--- src/rtl/hazard_pkg.sv ---
// hazard_pkg: shared encodings and shadow-stage control type for hazard_ctrl.
// Revision 1.0
`default_nettype none
package hazard_pkg;

    localparam logic [1:0] FWD_RF    = 2'b00;
    localparam logic [1:0] FWD_EXMEM = 2'b01;
    localparam logic [1:0] FWD_MEMWB = 2'b10;

    // Wide enough for LOAD_LAT-1 with LOAD_LAT up to 7
    localparam int unsigned CNT_W = 3;

    typedef enum logic [0:0] {
        ST_RUN    = 1'b0,
        ST_LSTALL = 1'b1
    } hz_state_t;

    typedef struct packed {
        logic valid;
        logic regwrite;
        logic memread;
    } stage_ctl_t;

endpackage
`default_nettype wire

--- src/rtl/hazard_fwd_mux.sv ---
// hazard_fwd_mux: forwarding select for one EX source operand (EX/MEM beats MEM/WB).
// Revision 1.0
`default_nettype none
module hazard_fwd_mux
    import hazard_pkg::*;
#(
    parameter int unsigned REG_AW = 5
) (
    input  logic [REG_AW-1:0] rs_i,
    input  logic              rs_used_i,
    input  stage_ctl_t        exmem_i,
    input  logic [REG_AW-1:0] exmem_rd_i,
    input  logic              memwb_wr_i,
    input  logic [REG_AW-1:0] memwb_rd_i,
    output logic [1:0]        fwd_sel_o
);

    // rs != 0 together with rd == rs also rules out forwarding of x0
    always_comb begin
        fwd_sel_o = FWD_RF;
        if (rs_used_i && (rs_i != '0)) begin
            if (exmem_i.valid && exmem_i.regwrite && !exmem_i.memread && (exmem_rd_i == rs_i)) begin
                fwd_sel_o = FWD_EXMEM;
            end else if (memwb_wr_i && (memwb_rd_i == rs_i)) begin
                fwd_sel_o = FWD_MEMWB;
            end
        end
    end

endmodule
`default_nettype wire

--- src/rtl/hazard_ctrl.sv ---
// hazard_ctrl: forwarding, load-use stall and branch flush control for the 5-stage core.
// Optional HAZARD_PERF_EN adds stall/flush cycle counters. Revision 1.0
`default_nettype none
module hazard_ctrl
    import hazard_pkg::*;
#(
    parameter int unsigned REG_AW   = 5,
    parameter int unsigned NUM_SRC  = 2,
    parameter int unsigned LOAD_LAT = 1
) (
    input  logic                      clock_i,
    input  logic                      reset_ni,
    input  logic                      id_valid_i,
    input  logic [NUM_SRC*REG_AW-1:0] id_rs_i,
    input  logic [NUM_SRC-1:0]        id_rs_used_i,
    input  logic [REG_AW-1:0]         id_rd_i,
    input  logic                      id_regwrite_i,
    input  logic                      id_memread_i,
    input  logic                      mem_pcsrc_i,
    output logic                      stall_pc_o,
    output logic                      stall_ifid_o,
    output logic                      bubble_idex_o,
    output logic                      flush_ifid_o,
    output logic                      flush_idex_o,
    output logic                      flush_exmem_o,
    output logic [NUM_SRC*2-1:0]      fwd_sel_o
`ifdef HAZARD_PERF_EN
    ,
    output logic [31:0]               stall_count_o,
    output logic [31:0]               flush_count_o
`endif
);

    localparam logic [CNT_W-1:0] LAT_M1 = CNT_W'(LOAD_LAT - 1);

    hz_state_t                 state_q, state_d;
    logic [CNT_W-1:0]          cnt_q, cnt_d;

    stage_ctl_t                idex_ctl_q, idex_ctl_d;
    logic [REG_AW-1:0]         idex_rd_q, idex_rd_d;
    logic [NUM_SRC*REG_AW-1:0] idex_rs_q, idex_rs_d;
    logic [NUM_SRC-1:0]        idex_rs_used_q, idex_rs_used_d;

    stage_ctl_t                exmem_ctl_q, exmem_ctl_d;
    logic [REG_AW-1:0]         exmem_rd_q, exmem_rd_d;

    logic                      memwb_valid_q, memwb_valid_d;
    logic                      memwb_regwrite_q, memwb_regwrite_d;
    logic [REG_AW-1:0]         memwb_rd_q, memwb_rd_d;

    logic                      w_src_match;
    logic                      w_hazard;
    logic                      w_stall;
    logic                      w_memwb_wr;

    always_comb begin
        w_src_match = 1'b0;
        for (int i = 0; i < int'(NUM_SRC); i++) begin
            if (id_rs_used_i[i] && (id_rs_i[i*REG_AW +: REG_AW] == idex_rd_q)) begin
                w_src_match = 1'b1;
            end
        end
    end

    assign w_hazard = (state_q == ST_RUN) && id_valid_i && idex_ctl_q.valid &&
                      idex_ctl_q.memread && (idex_rd_q != '0) && w_src_match;

    // A taken branch overrides any stall so the redirect PC can load
    assign w_stall = !mem_pcsrc_i && (w_hazard || (state_q == ST_LSTALL));

    assign stall_pc_o    = w_stall;
    assign stall_ifid_o  = w_stall;
    assign bubble_idex_o = w_stall;
    assign flush_ifid_o  = mem_pcsrc_i;
    assign flush_idex_o  = mem_pcsrc_i;
    assign flush_exmem_o = mem_pcsrc_i;

    always_comb begin
        state_d = state_q;
        cnt_d   = cnt_q;
        if (mem_pcsrc_i) begin
            state_d = ST_RUN;
            cnt_d   = '0;
        end else if (state_q == ST_RUN) begin
            if (w_hazard) begin
                cnt_d   = LAT_M1;
                state_d = (LAT_M1 != '0) ? ST_LSTALL : ST_RUN;
            end
        end else begin
            cnt_d   = (cnt_q == '0) ? '0 : cnt_q - 1'b1;
            state_d = (cnt_q <= 1) ? ST_RUN : ST_LSTALL;
        end
    end

    always_comb begin
        if (w_stall || mem_pcsrc_i) begin
            idex_ctl_d     = '0;
            idex_rs_used_d = '0;
        end else begin
            idex_ctl_d.valid    = id_valid_i;
            idex_ctl_d.regwrite = id_valid_i & id_regwrite_i;
            idex_ctl_d.memread  = id_valid_i & id_memread_i;
            idex_rs_used_d      = id_valid_i ? id_rs_used_i : '0;
        end
        idex_rd_d = id_rd_i;
        idex_rs_d = id_rs_i;

        exmem_ctl_d = mem_pcsrc_i ? '0 : idex_ctl_q;
        exmem_rd_d  = idex_rd_q;

        memwb_valid_d    = exmem_ctl_q.valid;
        memwb_regwrite_d = exmem_ctl_q.regwrite;
        memwb_rd_d       = exmem_rd_q;
    end

    always_ff @(posedge clock_i or negedge reset_ni) begin
        if (!reset_ni) begin
            state_q          <= ST_RUN;
            cnt_q            <= '0;
            idex_ctl_q       <= '0;
            idex_rd_q        <= '0;
            idex_rs_q        <= '0;
            idex_rs_used_q   <= '0;
            exmem_ctl_q      <= '0;
            exmem_rd_q       <= '0;
            memwb_valid_q    <= 1'b0;
            memwb_regwrite_q <= 1'b0;
            memwb_rd_q       <= '0;
        end else begin
            state_q          <= state_d;
            cnt_q            <= cnt_d;
            idex_ctl_q       <= idex_ctl_d;
            idex_rd_q        <= idex_rd_d;
            idex_rs_q        <= idex_rs_d;
            idex_rs_used_q   <= idex_rs_used_d;
            exmem_ctl_q      <= exmem_ctl_d;
            exmem_rd_q       <= exmem_rd_d;
            memwb_valid_q    <= memwb_valid_d;
            memwb_regwrite_q <= memwb_regwrite_d;
            memwb_rd_q       <= memwb_rd_d;
        end
    end

    assign w_memwb_wr = memwb_valid_q & memwb_regwrite_q;

    for (genvar i = 0; i < int'(NUM_SRC); i++) begin : g_fwd
        hazard_fwd_mux #(
            .REG_AW(REG_AW)
        ) u_fwd_mux (
            .rs_i      (idex_rs_q[i*REG_AW +: REG_AW]),
            .rs_used_i (idex_rs_used_q[i]),
            .exmem_i   (exmem_ctl_q),
            .exmem_rd_i(exmem_rd_q),
            .memwb_wr_i(w_memwb_wr),
            .memwb_rd_i(memwb_rd_q),
            .fwd_sel_o (fwd_sel_o[i*2 +: 2])
        );
    end

`ifdef HAZARD_PERF_EN
    logic [31:0] stall_count_q, stall_count_d;
    logic [31:0] flush_count_q, flush_count_d;

    assign stall_count_d = stall_pc_o  ? stall_count_q + 32'd1 : stall_count_q;
    assign flush_count_d = mem_pcsrc_i ? flush_count_q + 32'd1 : flush_count_q;

    always_ff @(posedge clock_i or negedge reset_ni) begin
        if (!reset_ni) begin
            stall_count_q <= '0;
            flush_count_q <= '0;
        end else begin
            stall_count_q <= stall_count_d;
            flush_count_q <= flush_count_d;
        end
    end

    assign stall_count_o = stall_count_q;
    assign flush_count_o = flush_count_q;
`endif

endmodule
`default_nettype wire

--- config.mk ---
export PLATFORM = sky130hd
export DESIGN_NAME = hazard_ctrl
export DESIGN_NICKNAME = d
export VERILOG_FILES = /design/src/rtl/hazard_pkg.sv /design/src/rtl/hazard_fwd_mux.sv /design/src/rtl/hazard_ctrl.sv
export SDC_FILE = /design/constraint.sdc
export NUM_CORES = 1
export LEC_CHECK = 0
export CORE_MARGIN = 2
export CORE_UTILIZATION = 45
export DETAILED_ROUTE_END_ITERATION = 16
export PLACE_DENSITY = 0.7
export SYNTH_ARGS = -nofsm -noshare
export SYNTH_HDL_FRONTEND = slang
export SYNTH_HIERARCHICAL = 1
export SYNTH_SLANG_ARGS = --single-unit
--- constraint.sdc ---
create_clock -name clock_i -period 2.9 [get_ports clock_i]
set_input_delay 0.87 -clock clock_i [delete_from_list [all_inputs] [get_ports clock_i]]
set_output_delay 0.87 -clock clock_i [all_outputs]
set_load 0.05 [all_outputs]
==> impl_metrics.tcl, run 1 <==
set metrics [dict create \
    maxCapViolCount 0 \
    die_x_um 64.9 \
    fin_crit_sh 0.992 \
    root_buffer "clkbuf_8" \
    peakVddDrop_mv 0.282 \
    grt_usage 0.180 \
    dp_hpwl_mm 2.51 \
    yosys-top-cells-count "dfrtp_1, xnor2_1, xor2_1" \
    layout.cells.non_filler 230 \
    rows 22 \
    port_buffers 32 \
    core-area_sq_um 3610 \
    fin_skew_ns 0.00511 \
    r2r_cells 6 \
    whs_endpoint "memwb_valid_q" \
    cts_buffer_depth 2 \
    vias 1137 \
    first_pass_iters 4 \
    area_growth_pct 41.9 \
    p_leak_nw 1.05 \
    ios 33 \
    synth_area_leaders "dfrtp_1, xnor2_1, xor2_1" \
    crit_type "in -> out" \
    fp.dieH_um 64.9 \
    hold_violations 0 \
    setup_violations 0 \
    max_freq_ghz 0.348 \
    grt_remaining_overflow 0 \
    post-place-ws_ns -0.387 \
    synth_top_area_cell "dfrtp_1" \
    antenna_left 0 \
    end_kind "primary output" \
    cts_tree "done" \
    min_path_cells 0 \
    antenna_found_initial 0 \
    post-synth-top-count-cell "dfrtp_1" \
    synth_edf_count 0 \
    cts_sinks 39 \
    drive_above_1_share 0.319 \
    dieArea_sq_um 4210 \
    top_layer "met4" \
    relSlewSlack 0.431 \
    drc 0 \
    diodes 0 \
    tightest_slew_ns 0.854 \
    syn-num-nets 162 \
    cts_max_level 2 \
    synth_top_area_frac 0.585 \
    wl_met1_mm 1.30 \
    numCtsBuffers 5 \
    wirelength_mm 3.36 \
    status "completed" \
    worst_hold_path_type "reg -> reg" \
    grt_pass1_vias 1208 \
    holdBufCountCts 0 \
    wl_per_cell_um 14.6 \
    ys_seq_elements 39 \
    r2r_slack_ns 0.87 \
    initial_utilization 0.463 \
    synthArstFlopShare 1.00 \
    cp.arrival_ns 2.01 \
    drt_iter0_drc 11 \
    wl_met2_mm 1.91 \
    vias_per_cell 4.94 \
    yosysSeqAreaShare 0.585 \
    crit_fanout 3 \
    avgSynthCellArea_sq_um 12.2 \
    grt_pass1_wl_mm 5.60 \
    syn_area_sq_um 1670 \
    clkTransAtPathRegs_ns 0.07 \
    cp-start-kind "primary input" \
    synth-main-ff-cell "dfrtp_1" \
    min_period_ns 2.88 \
    grt_max_degree 40 \
    nets 206 \
    wl_met3_um 119 \
    dp_cells 216 \
    timing.rr.start "exmem_rd_d[0]" \
    gp_congestion 0.777 \
    yosysWarningCount 6 \
    synthCells 137 \
    hp-start "memwb_valid_d" \
    power_density_nw_per_um2 496 \
    worst_slack_ns 0.0237 \
    tns_ns 0 \
    finalMaxSlewViolations 0 \
    worst_ep_required_time_ns 2.03 \
    reg2reg_to "idex_ctl_q[1]" \
    clock_latency_ns 0.28 \
    synth_cell_types 28 \
]
-- layer usage --
layer | global-route usage | up-vias
li1 | - | 544
met1 | 0.209 | 570
met2 | 0.320 | 19
met3 | 0.0469 | 4
met4 | 0.0638 | 0
met5 | 0 | -
-- worst max-delay path, stage by stage --
cell,delay [ns]
buf_2,0.13
xnor2_2,0.14
nand4_1,0.15
o32ai_4,0.32
a31o_4,0.25
buf_12,0.15
-- state kept, by name, summed over array words and instances, names as in the netlist, 2 cells and up --
| register | cells |
|---|---|
| idex_rs_q | 10 |
| exmem_rd_d | 5 |
| cnt_q | 3 |
| idex_rs_used_q | 2 |
| idex_ctl_q | 3 |
| memwb_rd_q | 5 |
| exmem_rd_q | 5 |
-- logic make-up after synthesis --
logic type / share of synthesized area
DFF: 0.585
adders and majority gates: 0.0150
xor gates and xnor gates: 0.158
buffers and inverters: 0.0473
AOI/OAI and AO/OA: 0.0780
and+or+nand+nor: 0.117
-- metrics by stage --
stage / instance area (sq um) / util / hold WS [ns] / total power (W)
after floorplan: 1730 / - / 0.374 / 0.000656
after global placement: 2160 / 0.599 / 0.378 / 0.000721
after detailed placement: 2160 / 0.599 / 0.390 / 0.000724
after CTS: 2280 / 0.632 / 0.406 / 0.00118
after global routing: 2370 / 0.656 / 0.420 / 0.00123
final: 2370 / 0.656 / 0.404 / 0.00117
-- layout make-up --
class                           count  area (sq um)
Tap cell                           48          60.1
Multi-Input combinational cell     84           723
Clock buffer                        6          82.6
Inverter                            8          30.0
Sequential cell                    39           978
Timing Repair Buffer               43           458
Clock inverter                      2          35.0
Fill cell                         270          1240
-- placed cells by master (no fill, tap or decap), types with 3 or more instances in the layout --
cell type	n
clkbuf_8	6
buf_4	13
nand2_1	6
dfrtp_1	37
inv_1	7
buf_12	8
clkbuf_2	3
nand4_1	4
xnor2_2	4
xnor2_1	14
clkdlybuf4s50_1	8
o21ai_0	4
dlygate4sd2_1	4
nor2_1	4
nor2b_1	3
xor2_1	10
or4_4	3
a211oi_1	4
-- worst max path at each step --
stage / slack [ns] / startpoint / endpoint
2_1_floorplan: -0.01 / id_rs_i[5] / stall_ifid_o
3_3_place_gp: -0.38 / id_rs_i[6] / bubble_idex_o
3_5_place_dp: -0.39 / id_rs_i[6] / bubble_idex_o
4_1_cts: 0.001 / id_rs_i[9] / bubble_idex_o
5_1_grt: -0.03 / id_rs_i[5] / stall_ifid_o
6_report: 0.02 / id_rs_i[5] / bubble_idex_o
-- what timing repair did --
action | in CTS | in global routing
setup endpoints to repair | 3 | 7
setup buffers | 1 | 5
pin swaps | 11 | 14
gates resized for setup | 31 | 22
-- power breakdown --
group	total [W]	internal (W)	switching [W]	leakage, nW
Combinational	0.000131	0.0000726	0.0000587	0.505
Sequential	0.000591	0.000567	0.0000238	0.480
Clock	0.000452	0.000278	0.000174	0.0612
No activity file was read; power rests on OpenSTA's default activity.
==> run 2, diff against run 1 <==
--- a/config.mk
+++ b/config.mk
@@ -9,6 +9,7 @@
 export CORE_UTILIZATION = 45
 export DETAILED_ROUTE_END_ITERATION = 16
 export PLACE_DENSITY = 0.7
+export REMOVE_ABC_BUFFERS = 1
 export SYNTH_ARGS = -nofsm -noshare
 export SYNTH_HDL_FRONTEND = slang
 export SYNTH_HIERARCHICAL = 1
==> run 2 against run 1 <==
Flip-flop and latch count unchanged; maximum frequency grew 0.32%; utilization down 1.5 points; highest routed layer unchanged.
==> impl_metrics.tcl, run 2 (same netlist as run 1, synthesis figures left out) <==
set metrics [dict create \
    cp-start-kind "primary input" \
    wl_met3_um 109 \
    top_layer "met4" \
    antenna_left 0 \
    area_growth_pct 38.7 \
    mostFrequentLayoutCells "dfrtp_1, xnor2_1, buf_4, xor2_1, clkdlybuf4s50_1" \
    wirelength_mm 3.38 \
    layout_commonest_cell "dfrtp_1" \
    hold_violations 0 \
    grt_usage 0.182 \
    largest_register_ffs 10 \
    final_core_util 0.642 \
    cts_buffer_depth 2 \
    port_buffers 32 \
    status "completed" \
    fin_skew_ns 0.00585 \
    post-place-ws_ns -0.418 \
    drt_iter0_drc 27 \
    p_leak_nw 1.02 \
    tightest_slew_ns 0.474 \
    die_x_um 64.9 \
    worst_slack_ns 0.0328 \
    rsz0062_at_grt "true" \
    vias 1121 \
    clock_latency_ns 0.29 \
    finalMaxSlewViolations 0 \
    r2r_slack_ns 0.99 \
    ios 33 \
    wl_met2_mm 1.79 \
    clkTransAtPathRegs_ns 0.07 \
    largest-register "idex_rs_q" \
    seqPwrFrac 0.508 \
    grt_pass1_wl_mm 5.61 \
    grt_max_degree 40 \
    cp.arrival_ns 2.00 \
    tns_ns 0 \
    relSlewSlack 0.684 \
    r2r_cells 5 \
    dp_hpwl_mm 2.48 \
    fp.dieH_um 64.9 \
    fin_crit_sh 0.989 \
    root_buffer "clkbuf_8" \
    p_sw_frac 0.232 \
    numCtsBuffers 5 \
    crit_fanout 3 \
    end_kind "primary output" \
    power.switching_w 0.000270 \
    diodes 0 \
    cts_tree "done" \
    peakVddDrop_mv 0.429 \
    combPwrFrac 0.108 \
    gp_congestion 0.860 \
    nets 207 \
    vias_per_cell 4.85 \
    cts_max_level 2 \
    core-area_sq_um 3610 \
    first_pass_iters 4 \
    cts_sinks 39 \
    antenna_found_initial 0 \
    whs_ns 0.407 \
    setup_violations 0 \
    power.share.clock 0.384 \
    worst_ep_required_time_ns 2.03 \
    power_density_nw_per_um2 502 \
    drive_above_1_share 0.268 \
    wl_per_cell_um 14.6 \
    grt_pass1_vias 1234 \
    worst_hold_path_type "reg -> reg" \
    grt_remaining_overflow 0 \
    min_path_cells 0 \
    dieArea_sq_um 4210 \
    rows 22 \
    p_int_w 0.000892 \
    min_period_ns 2.87 \
    maxCapViolCount 0 \
    initial_utilization 0.463 \
    max_freq_ghz 0.349 \
    drc 0 \
    crit_type "in -> out" \
    wl_met1_mm 1.39 \
]
[run 2: worst max-delay path: stages]
cell and delay [ns]:
buf_2 0.12, xnor2_1 0.13, nand4_1 0.16, o32ai_4 0.32, a31o_4 0.26, buf_12 0.14
[run 2: final timing paths]
path	start	to
worst max-delay path	id_rs_i[8]	stall_ifid_o
worst min-delay path	memwb_valid_d	memwb_valid_q
worst max register to register	exmem_rd_d[0]	idex_rs_used_q[0]
worst min register to register	memwb_valid_d	memwb_valid_q
max in group asynchronous	reset_ni	exmem_rd_d[0]
min in group asynchronous	reset_ni	cnt_q[1]
[run 2: cell type report]
cell class	instances	area [sq um]
clock buffer	5	68.8
clock inverter	3	43.8
fill	284	1290
multi-input combinational	84	669
timing repair buffer	44	464
inverter	8	30.0
sequential	39	977
tap	48	60.1
[run 2: metal layers]
metal | GRT usage | up-vias
met1 | 0.216 | 542
met4 | 0.112 | 0
met5 | 0 | -
met3 | 0.0365 | 7
met2 | 0.302 | 24
li1 | - | 548
[run 2: power groups by stage]
stage	Clock (W)	Combinational [W]	Sequential, W
2_1_floorplan	0	0.0000446	0.000594
3_3_place_gp	0	0.000119	0.000599
3_5_place_dp	0	0.000120	0.000601
4_1_cts	0.000459	0.000121	0.000590
5_1_grt	0.000484	0.000137	0.000593
6_report	0.000446	0.000126	0.000590
[run 2: metrics by stage]
step | area, sq um | power [W] | instances
after CTS | 2280 | 0.00117 | 229
after global placement | 2140 | 0.000718 | 220
after floorplan | 1620 | 0.000639 | 131
after global routing | 2310 | 0.00121 | 231
final | 2310 | 0.00116 | 231
after detailed placement | 2140 | 0.000721 | 220
[run 2: what timing repair did]
item | in CTS | in global routing
setup buffers | 1 | 2
hold buffers | 0 | 0
gates resized for setup | 33 | 14
endpoints found under the setup margin | 3 | 4
pin swaps | 9 | 12
